**config.mk**
```make
export PLATFORM = sky130hd
export DESIGN_NAME = bcd_subtractor_serial_flat
export DESIGN_NICKNAME = d
export VERILOG_FILES = /design/src/rtl/bcd_subtractor_serial_if.sv /design/src/rtl/bcd_subtractor_serial.sv /design/src/flat_wrapper.sv
export SDC_FILE = /design/constraint.sdc
export NUM_CORES = 1
export LEC_CHECK = 0
export BUFFER_PORTS_ARGS = -buffer_cell sky130_fd_sc_hd__buf_2
export CORE_MARGIN = 5
export CORE_UTILIZATION = 56
export DETAILED_ROUTE_END_ITERATION = 7
export PLACE_DENSITY = 0.86
export SLEW_MARGIN = 20
export SYNTH_ARGS = -nofsm -noshare
export SYNTH_HDL_FRONTEND = slang
export SYNTH_SLANG_ARGS = --single-unit
```
**constraint.sdc**
```tcl
create_clock -name clk -period 5.3 [get_ports clk]
set_clock_uncertainty 0.2 [all_clocks]
set_input_delay 0.53 -clock clk [delete_from_list [all_inputs] [get_ports clk]]
set_output_delay 0.53 -clock clk [all_outputs]
set_load 0.01 [all_outputs]
```
**src/rtl/bcd_subtractor_serial_if.sv**
```systemverilog
// ============================================================================
//  Module   : bcd_subtractor_serial_if
//  Brief    : Handshake and operand bundle for the digit-serial BCD subtractor.
//             The err signal exists only when BCD_SUB_DIGIT_CHECK_EN is defined.
//  Revision : 1.0
// ============================================================================
`default_nettype none

interface bcd_subtractor_serial_if #(
    parameter int DIGITS = 4
);
    logic                  start;
    logic [4*DIGITS-1:0]   a;
    logic [4*DIGITS-1:0]   b;
    logic                  bin;
    logic                  ready;
    logic                  done;
    logic [4*DIGITS-1:0]   diff;
    logic                  bout;
`ifdef BCD_SUB_DIGIT_CHECK_EN
    logic                  err;
`endif

    modport master (
        output start, a, b, bin,
        input  ready, done, diff, bout
`ifdef BCD_SUB_DIGIT_CHECK_EN
        , input err
`endif
    );

    modport slave (
        input  start, a, b, bin,
        output ready, done, diff, bout
`ifdef BCD_SUB_DIGIT_CHECK_EN
        , output err
`endif
    );
endinterface

`default_nettype wire

```
**src/rtl/bcd_subtractor_serial.sv**
```systemverilog
// ============================================================================
//  Module   : bcd_subtractor_serial
//  Brief    : Digit-serial ten's-complement BCD subtractor, diff = a - b - bin,
//             one digit per clock, LSD first. Optional macro:
//             BCD_SUB_DIGIT_CHECK_EN adds err (non-BCD operand digit flag).
//  Revision : 1.0
// ============================================================================
`default_nettype none

module bcd_subtractor_serial #(
    parameter int DIGITS = 4
) (
    input  wire logic                      clk,
    input  wire logic                      rst,
    bcd_subtractor_serial_if.slave         bus
);

    localparam int c_W     = 4 * DIGITS;
    localparam int c_IDX_W = (DIGITS > 1) ? $clog2(DIGITS) : 1;
    localparam logic [c_IDX_W-1:0] c_LAST_IDX = c_IDX_W'(DIGITS - 1);

    localparam logic [1:0] c_ST_IDLE = 2'd0;
    localparam logic [1:0] c_ST_CALC = 2'd1;
    localparam logic [1:0] c_ST_DONE = 2'd2;

    logic [1:0]          state_q,  state_d;
    logic [c_IDX_W-1:0]  idx_q,    idx_d;
    logic                borrow_q, borrow_d;
    logic [c_W-1:0]      a_q,      a_d;
    logic [c_W-1:0]      b_q,      b_d;
    logic [c_W-1:0]      work_q,   work_d;
    logic [c_W-1:0]      diff_q,   diff_d;
    logic                bout_q,   bout_d;
`ifdef BCD_SUB_DIGIT_CHECK_EN
    logic                err_q,    err_d;
    logic                w_bad;
`endif

    logic [3:0]          w_a_dig;
    logic [3:0]          w_b_dig;
    logic [4:0]          w_t;
    logic                w_neg;
    logic [3:0]          w_digit;
    logic                w_ready;
    logic                w_done;

    // State and datapath registers
    always_ff @(posedge clk or posedge rst) begin
        if (rst) begin
            state_q  <= c_ST_IDLE;
            idx_q    <= '0;
            borrow_q <= 1'b0;
            a_q      <= '0;
            b_q      <= '0;
            work_q   <= '0;
            diff_q   <= '0;
            bout_q   <= 1'b0;
`ifdef BCD_SUB_DIGIT_CHECK_EN
            err_q    <= 1'b0;
`endif
        end else begin
            state_q  <= state_d;
            idx_q    <= idx_d;
            borrow_q <= borrow_d;
            a_q      <= a_d;
            b_q      <= b_d;
            work_q   <= work_d;
            diff_q   <= diff_d;
            bout_q   <= bout_d;
`ifdef BCD_SUB_DIGIT_CHECK_EN
            err_q    <= err_d;
`endif
        end
    end

    // Next-state logic
    always_comb begin
        state_d = state_q;
        case (state_q)
            c_ST_IDLE: if (bus.start)            state_d = c_ST_CALC;
            c_ST_CALC: if (idx_q == c_LAST_IDX)  state_d = c_ST_DONE;
            c_ST_DONE:                           state_d = c_ST_IDLE;
            default:                             state_d = c_ST_IDLE;
        endcase
    end

    // Output decode
    always_comb begin
        w_ready = (state_q == c_ST_IDLE);
        w_done  = (state_q == c_ST_DONE);
    end

    // One digit slice: negative difference wraps by +10 and raises the borrow
    always_comb begin
        w_a_dig = a_q[{idx_q, 2'b00} +: 4];
        w_b_dig = b_q[{idx_q, 2'b00} +: 4];
        w_t     = {1'b0, w_a_dig} - {1'b0, w_b_dig} - {4'b0000, borrow_q};
        w_neg   = w_t[4];
        w_digit = w_neg ? (w_t[3:0] + 4'd10) : w_t[3:0];
    end

`ifdef BCD_SUB_DIGIT_CHECK_EN
    always_comb begin
        w_bad = 1'b0;
        for (int i = 0; i < DIGITS; i++) begin
            if ((a_q[4*i +: 4] > 4'd9) || (b_q[4*i +: 4] > 4'd9)) begin
                w_bad = 1'b1;
            end
        end
    end
`endif

    // Datapath register updates
    always_comb begin
        idx_d    = idx_q;
        borrow_d = borrow_q;
        a_d      = a_q;
        b_d      = b_q;
        work_d   = work_q;
        diff_d   = diff_q;
        bout_d   = bout_q;
`ifdef BCD_SUB_DIGIT_CHECK_EN
        err_d    = err_q;
`endif
        case (state_q)
            c_ST_IDLE: begin
                if (bus.start) begin
                    a_d      = bus.a;
                    b_d      = bus.b;
                    borrow_d = bus.bin;
                    idx_d    = '0;
                    work_d   = '0;
                end
            end
            c_ST_CALC: begin
                work_d[{idx_q, 2'b00} +: 4] = w_digit;
                borrow_d = w_neg;
                idx_d    = idx_q + c_IDX_W'(1);
                // Results become visible only on the final digit's edge
                if (idx_q == c_LAST_IDX) begin
                    diff_d = work_d;
                    bout_d = w_neg;
`ifdef BCD_SUB_DIGIT_CHECK_EN
                    err_d  = w_bad;
`endif
                end
            end
            default: ;
        endcase
    end

    assign bus.ready = w_ready;
    assign bus.done  = w_done;
    assign bus.diff  = diff_q;
    assign bus.bout  = bout_q;
`ifdef BCD_SUB_DIGIT_CHECK_EN
    assign bus.err   = err_q;
`endif

endmodule

`default_nettype wire

```
**src/flat_wrapper.sv**
```systemverilog
// flat-port wrapper written by rule: the top's interface ports become plain ports
module bcd_subtractor_serial_flat 
#(
    parameter int DIGITS = 4
)
  (clk, rst, bus_start, bus_a, bus_b, bus_bin, bus_ready, bus_done, bus_diff, bus_bout);
  bcd_subtractor_serial_if #(.DIGITS(DIGITS)) bus_i ();
  input  wire logic clk;
  input  wire logic rst;
  input wire logic [$bits(bus_i.start)-1:0] bus_start;
  input wire logic [$bits(bus_i.a)-1:0] bus_a;
  input wire logic [$bits(bus_i.b)-1:0] bus_b;
  input wire logic [$bits(bus_i.bin)-1:0] bus_bin;
  output wire logic [$bits(bus_i.ready)-1:0] bus_ready;
  output wire logic [$bits(bus_i.done)-1:0] bus_done;
  output wire logic [$bits(bus_i.diff)-1:0] bus_diff;
  output wire logic [$bits(bus_i.bout)-1:0] bus_bout;
  assign bus_i.start = bus_start;
  assign bus_i.a = bus_a;
  assign bus_i.b = bus_b;
  assign bus_i.bin = bus_bin;
  assign bus_ready = bus_i.ready;
  assign bus_done = bus_i.done;
  assign bus_diff = bus_i.diff;
  assign bus_bout = bus_i.bout;
  bcd_subtractor_serial #(.DIGITS(DIGITS)) u_core (.clk(clk), .rst(rst), .bus(bus_i));
endmodule
```
# Word level (Yosys, flattened, before mapping)
# Cells that the tools add are included.
[classes]
eq_ne = 5
add_sub_neg = 5
n_shift = 4
muxes = 11
n_reduce_logical = 6
[op_table]
columns = ["cell", "n"]
rows = [
  ["$pmux 16 s2", 1],
  ["$shiftx 16x5->4", 2],
  ["$bwmux 16", 1],
  ["$mux 16", 1],
  ["$shift 4x6->16 const A", 1],
  ["$shiftx 4x6->16", 1],
  ["$pmux 2 s2", 2],
  ["$reduce_and 2->1", 4],
  ["$mux 2", 3],
  ["$neg 4->6", 1],
  ["$sub 4x4->5", 1],
  ["$sub 5x1->5", 1],
  ["$add 4x4->4 const B", 1],
  ["$eq 2x2->1 const B", 2],
  ["$mux 4", 1],
  ["$add 2x1->2 const B", 1],
  ["$eq 2x1->1 const B", 1],
  ["$logic_not 2->1", 1],
  ["$ne 2x1->1 const B", 1],
  ["$ne 2x2->1 const B", 1],
  ["$pmux 1 s2", 1],
  ["$reduce_bool 2->1", 1],
  ["$mux 1", 1],
]
[word_totals]
out_inout_bits = 19
inputBits = 36
ff_bits = 70

# Logic depth before layout (Yosys ltp)
# Gate-level depths: netlist of the first run.
[depth]
depth_word = 8
ltp_mapped = 12
mapped_depth_nobuf = 11

# Worst setup path after synthesis of the first run
# No wires, ideal clock.
[synth_path]
path_type = "reg-to-reg"
from = "register u_core.idx_q[0]"
to = "register u_core.work_q[14]"
setup_slack_ns = 1.603
synth_period_minus_slack_ns = 3.697
required_time_ns = 4.979
arrival_time_ns = 3.376
path_stages_with_launch = 12
cell_sequence = "dfrtp_1 > buf_1 > mux4_2 > fa_1 > inv_1 > fa_1 > inv_1 > ha_1 > a21oi_1 > o211ai_1 > and2_1 > a22o_1"
[synth_via]
elab_chain_cells = 8
word_cells_on_any_way = 11
[synth_lines]
columns = ["element", "line_no", "rtl"]
rows = [
  ["start: declaration", "bcd_subtractor_serial.sv:27", "logic [c_IDX_W-1:0] idx_q, idx_d;"],
  ["start signal: assignment", "bcd_subtractor_serial.sv:63", "idx_q <= idx_d;"],
  ["$shiftx 16x5->4, on equally long branches", "bcd_subtractor_serial.sv:95, bcd_subtractor_serial.sv:96", ""],
  ["$sub 4x4->5", "bcd_subtractor_serial.sv:97", "w_t = {1'b0, w_a_dig} - {1'b0, w_b_dig} - {4'b0000, borrow_q};"],
  ["$sub 5x1->5", "bcd_subtractor_serial.sv:97", ""],
  ["$add 4x4->4", "bcd_subtractor_serial.sv:99", "w_digit = w_neg ? (w_t[3:0] + 4'd10) : w_t[3:0];"],
  ["$mux 4", "bcd_subtractor_serial.sv:99", ""],
  ["$shiftx 4x6->16", "bcd_subtractor_serial.sv:136", "work_d[{idx_q, 2'b00} +: 4] = w_digit;"],
  ["$bwmux 16 *", "bcd_subtractor_serial.sv:136", ""],
  ["$pmux 16 s2 *", "bcd_subtractor_serial.sv:125", "case (state_q)"],
  ["end signal: assignment", "bcd_subtractor_serial.sv:67", "work_q <= work_d;"],
  ["end: declaration", "bcd_subtractor_serial.sv:31", "logic [c_W-1:0] work_q, work_d;"],
]
# Every way passes the cells marked *; elsewhere a longest branch is shown, timed or not.
# A chain may end at the register's enable or synchronous reset.

# Worst setup path in the final report of the first run
[layout_path]
from = "register u_core.idx_q[0]"
to = "register u_core.work_q[6]"
# Same word-level chain as after synthesis.

==> results of run 1 <==
cell usage after synthesis, drive strengths merged (5+ instances only):
library cell / count
ha: 11
a21oi: 15
dfrtp: 70
buf: 5
mux2: 32
a221oi: 12
nor2: 30
mux4: 8
a22o: 8
o21ai: 7
inv: 18
nand2: 21
clkbuf: 13
per-layer routing:
layer	GRT usage	share of wire	wire length, µm	vias up
met4	0.0687	0.012	88	2
met1	0.269	0.43	3050	1239
met3	0.0540	0.055	392	11
met5	0	0.0013	9	-
li1	-	-	-	1173
met2	0.333	0.50	3590	74
layout by cell type (no fill, tap or decap), types with 4 or more instances in the layout:
master | Yosys | layout
dfrtp_1 | 70 | 70
buf_2 | 0 | 54
mux2_2 | 32 | 32
nor2_1 | 30 | 30
nand2_1 | 21 | 21
inv_1 | 18 | 17
a21oi_1 | 14 | 14
a221oi_1 | 12 | 12
ha_1 | 11 | 11
clkbuf_8 | 0 | 10
a22o_1 | 8 | 8
mux4_2 | 8 | 8
o21ai_0 | 7 | 7
buf_4 | 0 | 7
and2_1 | 4 | 4
a32o_1 | 4 | 4
nor3b_1 | 4 | 4
or4_1 | 4 | 4
nand3_1 | 4 | 4
area by class of cell:
type | instances | area (µm²) | share of cell area
tap | 75 | 93.8 | 0.0236
multi-input combinational | 190 | 1540 | 0.388
sequential | 70 | 1750 | 0.441
inverter | 19 | 71.3 | 0.0180
clock inverter | 4 | 47.5 | 0.0120
timing repair buffer | 61 | 323 | 0.0813
clock buffer | 11 | 141 | 0.0356
worst min path at each step:
stage | startpoint | to | slack (ns) | depth (start not counted)
3_3_place_gp | u_core.work_q[7] | u_core.work_q[7] | 0.26 | 2
5_1_grt | bus_a[13] | u_core.a_q[13] | 0.20 | 2
6_report | bus_a[8] | u_core.a_q[8] | 0.22 | 2
2_1_floorplan | u_core.work_q[11] | u_core.work_q[11] | 0.24 | 2
4_1_cts | bus_a[5] | u_core.a_q[5] | 0.21 | 2
3_5_place_dp | u_core.work_q[3] | u_core.work_q[3] | 0.27 | 2
logic make-up (layout without fill, tap and decap cells):
| kind of cell | after synthesis | after routing | synth area share |
|---|---|---|---|
| buf+inv | 37 | 95 | 0.0405 |
| simple gates | 78 | 78 | 0.110 |
| xor+xnor | 5 | 5 | 0.0149 |
| mux | 40 | 40 | 0.157 |
| flops | 70 | 70 | 0.510 |
| fa+ha+maj | 13 | 13 | 0.0517 |
| compound gates | 54 | 54 | 0.115 |
state kept, by name, indices dropped and copies added (netlist names):
| signal | cells |
|---|---|
| u_core.bus.bout | 1 |
| u_core.bus.diff | 16 |
| u_core.state_q | 2 |
| u_core.a_q | 16 |
| u_core.idx_q | 2 |
| u_core.borrow_q | 1 |
| u_core.work_q | 16 |
| u_core.b_q | 16 |
critical path, stage by stage (launching register included):
cell	delay (ns)
dfrtp_1	0.84
mux4_2	0.59
inv_1	0.09
fa_1	0.20
inv_1	0.06
fa_1	0.47
xnor2_1	0.16
ha_1	0.29
a21oi_1	0.07
o211ai_1	0.51
and2_1	0.28
a22o_1	0.15
through the flow:
stage	hold slack, ns	util	worst slack, ns	instances	area, µm²
after floorplan	0.242	-	1.60	297	3430
after global placement	0.255	0.635	1.43	415	3780
after detailed placement	0.272	0.635	1.32	415	3780
after CTS	0.205	0.667	1.31	430	3970
after global routing	0.202	0.667	1.00	430	3970
final	0.219	0.667	1.34	430	3970
==> summary.md, run 1 <==
| Metric | Value |
|---|---|
| Area grow syn2layout | 15.7% |
| Total number of yosys warnings | 0 |
| Mapped Cells | 297 |
| Die Y | 88.3 µm |
| Post-route ant nets | 0 |
| Fin crit share | 0.747 |
| Tightest Hold Check Type | in -> reg |
| Die area | 0.00780 mm² |
| Layout Nets | 400 |
| # fillers | 449 |
| Max Freq | 253 MHz |
| Synth Net Count | 346 |
| DRC viols | 0 |
| RSZ-0062 raised after global routing | no |
| Max-cap violations | 0 |
| Hold Violations, Final | 0 |
| Flops & latches, synth | 70 |
| EDFF count, synth | 0 |
| Initial Utilization | 0.576 |
| Req. time, crit path | 5.37 ns |
| DRT iter0 DRCs | 189 |
| Critical Path Start Type | register |
| Post-CTS setup buffers | 0 |
| Ant diodes | 0 |
| Row cnt | 28 |
| Area share of the largest cell type after synthesis | 0.510 |
| GR Overflow Total | 0 |
| Synthesized area | 0.00343 mm² |
| TritonRoute pass-1 iters | 4 |
| Crit path from | u_core.idx_q[0] |
| CTS H-tree depth | 3 |
| Reg2reg end | u_core.work_q[6] |
| Fraction of layout cells with a size suffix above 1 | 0.338 |
| Seq/Total Area, Yosys | 0.510 |
| CTS clock-pin slew for the worst setup and hold paths | 0.07 ns |
| Clk buf depth | 2 |
| Root Buffer Master | clkbuf_8 |
| Final slew viol count | 0 |
| Fin crit period | 3.96 ns |
| Routed len/inst | 16.6 µm |
| Gp weighted congestion | 0.900 |
| Avg Synthesized Cell Area | 11.6 µm² |
| Io pins | 55 |
| Post-DP HPWL | 5120 µm |
| Slew @ Worst Pin | 0.863 ns |
| Clock sink count | 70 |
| Final Setup Violations | 0 |
| Cell taking the most area after synthesis | dfrtp_1 |
| Reg2reg path depth | 11 |
| Critical Path Sink | u_core.work_q[6] |
| Clk Latency, worst-skew pair | 0.34 ns |
| Critical path fanouts, max | 18 |
| Port-buffer cells | 54 |
| Vias in the first global route | 2635 |
| First-pass GRT wire length | 12300 µm |
| Vias/cell | 5.81 |
| Total vias in the final route | 2499 |
| Inserted Clock Buffers | 9 |
| Yosys cell types | 38 |
| Largest net degree at the start of global routing | 71 |
| Crit path kind | reg -> reg |
| Die W | 88.3 µm |
| Crit path DAT | 4.03 ns |
| Core area | 0.00596 mm² |
| Outcome | completed |
| Total GRT Usage | 0.205 |
| FFs w/ async S/R, synth | 1.00 |
| Ys flop type | dfrtp_1 |
| Final wirelength | 7130 µm |
| Endpoint class of the critical path | register |
| Post-cts gate resize count | 0 |
| Synth top area cells | dfrtp_1 (51%), mux2_2 (10%), mux4_2 (5.2%) |
| Max-slew headroom | 0.425 |
| TritonCTS clock tree | built |
| Reg2reg setup slack | 1.34 ns |
| Reg2Reg Launch Point | u_core.idx_q[0] |
| Initial antenna violation count | 1 |
| Setup TNS | 0 ns |
| Post-cts hold buffer count | 0 |
Power of run 1 is not shown: default switching activity piles up to over one toggle a cycle in this logic, so the estimate is an artifact.
==> run 2: changes to the inputs <==
Settings changed: CORE_UTILIZATION 56 to 51, PLACE_DENSITY 0.86 to 0.83.
Clock period 5.3 ns to 3.45 ns, I/O delays scaled along.
==> run 2 against run 1 <==
  * First-iteration DRC count fell by 18%
  * Critical path depth fell by 1
  * Worst hold slack worse by 0.21 ns
  * Via count increased by 0.80%
  * Routed wire length rose by 5.0%
  * Critical endpoint is now u_core.bus.diff[14]
==> summary.md, run 2 (synthesis gave the netlist of run 1 again) <==
| Metric | Value |
|---|---|
| TritonRoute pass-1 iters | 4 (unchanged) |
| Final instance area | 0.00405 mm² (was 0.00397 mm²) |
| Initial Utilization | 0.514 (was 0.576) |
| Inserted Clock Buffers | 9 (unchanged) |
| Total GRT Usage | 0.189 (was 0.205) |
| Fin crit period | 3.31 ns (was 3.96 ns) |
| CTS H-tree depth | 3 (unchanged) |
| CTS clock-pin slew for the worst setup and hold paths | 0.07 ns (about the same) |
| Post-CTS setup buffers | 0 (unchanged) |
| Max-slew headroom | 0.373 (was 0.425) |
| Most frequent cells in the layout | dfrtp_1 (69), buf_2 (54), mux2_2 (32) (was dfrtp_1 (70), buf_2 (54), mux2_2 (32)) |
| Crit path kind | reg -> reg (unchanged) |
| Gp weighted congestion | 0.910 (was 0.900) |
| Tightest Hold Check Type | in -> async (was in -> reg) |
| Setup TNS | 0 ns (unchanged) |
| Die area | 0.00847 mm² (was 0.00780 mm²) |
| Critical Path Start Type | register (unchanged) |
| Die Y | 92.1 µm (was 88.3 µm) |
| Largest net degree at the start of global routing | 46 (was 71) |
| Placed insts | 428 (was 415) |
| Routed len/inst | 16.9 µm (was 16.6 µm) |
| Fraction of layout cells with a size suffix above 1 | 0.376 (was 0.338) |
| Hold Violations, Final | 0 (unchanged) |
| Critical path fanouts, max | 5 (was 18) |
| Req. time, crit path | 3.48 ns (was 5.37 ns) |
| Vias/cell | 5.67 (was 5.81) |
| Post-cts gate resize count | 0 (unchanged) |
| DRT iter0 DRCs | 155 (was 189) |
| GR Overflow Total | 0 (unchanged) |
| Final slew viol count | 0 (unchanged) |
| Outcome | completed (unchanged) |
| Die W | 92.1 µm (was 88.3 µm) |
| Max-cap violations | 0 (unchanged) |
| Layout Nets | 408 (was 400) |
| Port-buffer cells | 54 (unchanged) |
| Max Freq | 302 MHz (was 253 MHz) |
| Fin crit share | 0.960 (was 0.747) |
| Root Buffer Master | clkbuf_8 (unchanged) |
| Clk Latency, worst-skew pair | 0.35 ns (was 0.34 ns) |
| Post-placement cell area | 0.00385 mm² (was 0.00378 mm²) |
| # fillers | 546 (was 449) |
| Post-route ant nets | 0 (unchanged) |
| Post-cts hold buffer count | 0 (unchanged) |
| Initial antenna violation count | 0 (was 1) |
| Post-DP HPWL | 5530 µm (was 5120 µm) |
| Clk buf depth | 2 (unchanged) |
| Slew @ Worst Pin | 0.939 ns (was 0.863 ns) |
| Core area | 0.00668 mm² (was 0.00596 mm²) |
| Final cell count without fillers | 444 (was 430) |
| Io pins | 55 (unchanged) |
| Total vias in the final route | 2519 (was 2499) |
| Endpoint class of the critical path | register (unchanged) |
| Final Setup Violations | 0 (unchanged) |
| Row cnt | 30 (was 28) |
| Commonest non-fill, non-tap cell in the layout | dfrtp_1 (unchanged) |
| Vias in the first global route | 2604 (was 2635) |
| Clock sink count | 70 (unchanged) |
| DRC viols | 0 (unchanged) |
| First-pass GRT wire length | 12500 µm (was 12300 µm) |
| TritonCTS clock tree | built (unchanged) |
| Ant diodes | 0 (unchanged) |
| Area grow syn2layout | 18.0% (was 15.7%) |
| Crit path DAT | 3.34 ns (was 4.03 ns) |
| Final wirelength | 7480 µm (was 7130 µm) |
[run 2: changes by cell type in the layout (fill, tap and decap cells not counted), moves of 2 or more]
cell / change
xnor2_2: +2
buf_4: +8
xnor2_1: -2
clkinv_4: +2
clkinv_2: +2
[run 2: area by class of cell]
| class | count | area [µm²] | area share |
|---|---|---|---|
| tap | 80 | 100 | 0.0247 |
| clock inverter | 6 | 37.5 | 0.00926 |
| multi-input combinational | 190 | 1570 | 0.387 |
| timing repair buffer | 69 | 383 | 0.0945 |
| sequential | 70 | 1750 | 0.433 |
| clock buffer | 10 | 138 | 0.0340 |
| inverter | 19 | 71.3 | 0.0176 |
[run 2: path summary, 6_finish.rpt]
check	start	depth (start not counted)	slack, ns	endpoint
worst min-delay path	rst	2	0.005	u_core.b_q[11]
worst max-delay path	u_core.idx_q[0]	10	0.14	u_core.bus.diff[14]
min in group clk	bus_a[8]	2	0.02	u_core.a_q[8]
worst min register to register	u_core.work_q[3]	2	0.29	u_core.work_q[3]
max in group asynchronous	rst	3	2.30	u_core.borrow_q
worst max register to register	u_core.idx_q[0]	10	0.14	u_core.bus.diff[14]
[run 2: critical path, stage by stage (launching register included)]
cell	delay, ns
dfrtp_2	0.41
mux4_2	0.52
fa_1	0.40
inv_1	0.10
fa_2	0.44
inv_2	0.09
ha_1	0.24
a21oi_1	0.14
o211ai_1	0.21
a221oi_1	0.37
nor2_1	0.07
[run 2: routing by layer]
layer  part of all wire  track usage  wire (µm)
met4              0.025       0.0891        190
met1               0.42        0.237       3160
met3              0.057       0.0443        427
met5                  0            0          0
met2               0.49        0.308       3700
[run 2: stage by stage]
step	utilization	hold slack [ns]	setup WS, ns
2_1_floorplan	-	0.242	0.0413
3_3_place_gp	0.576	0.260	0.199
3_5_place_dp	0.576	0.271	0.0854
4_1_cts	0.602	0.00609	0.0585
5_1_grt	0.606	0.0105	-0.0124
6_report	0.606	0.00463	0.137
Power of run 2 is left out for the same reason.
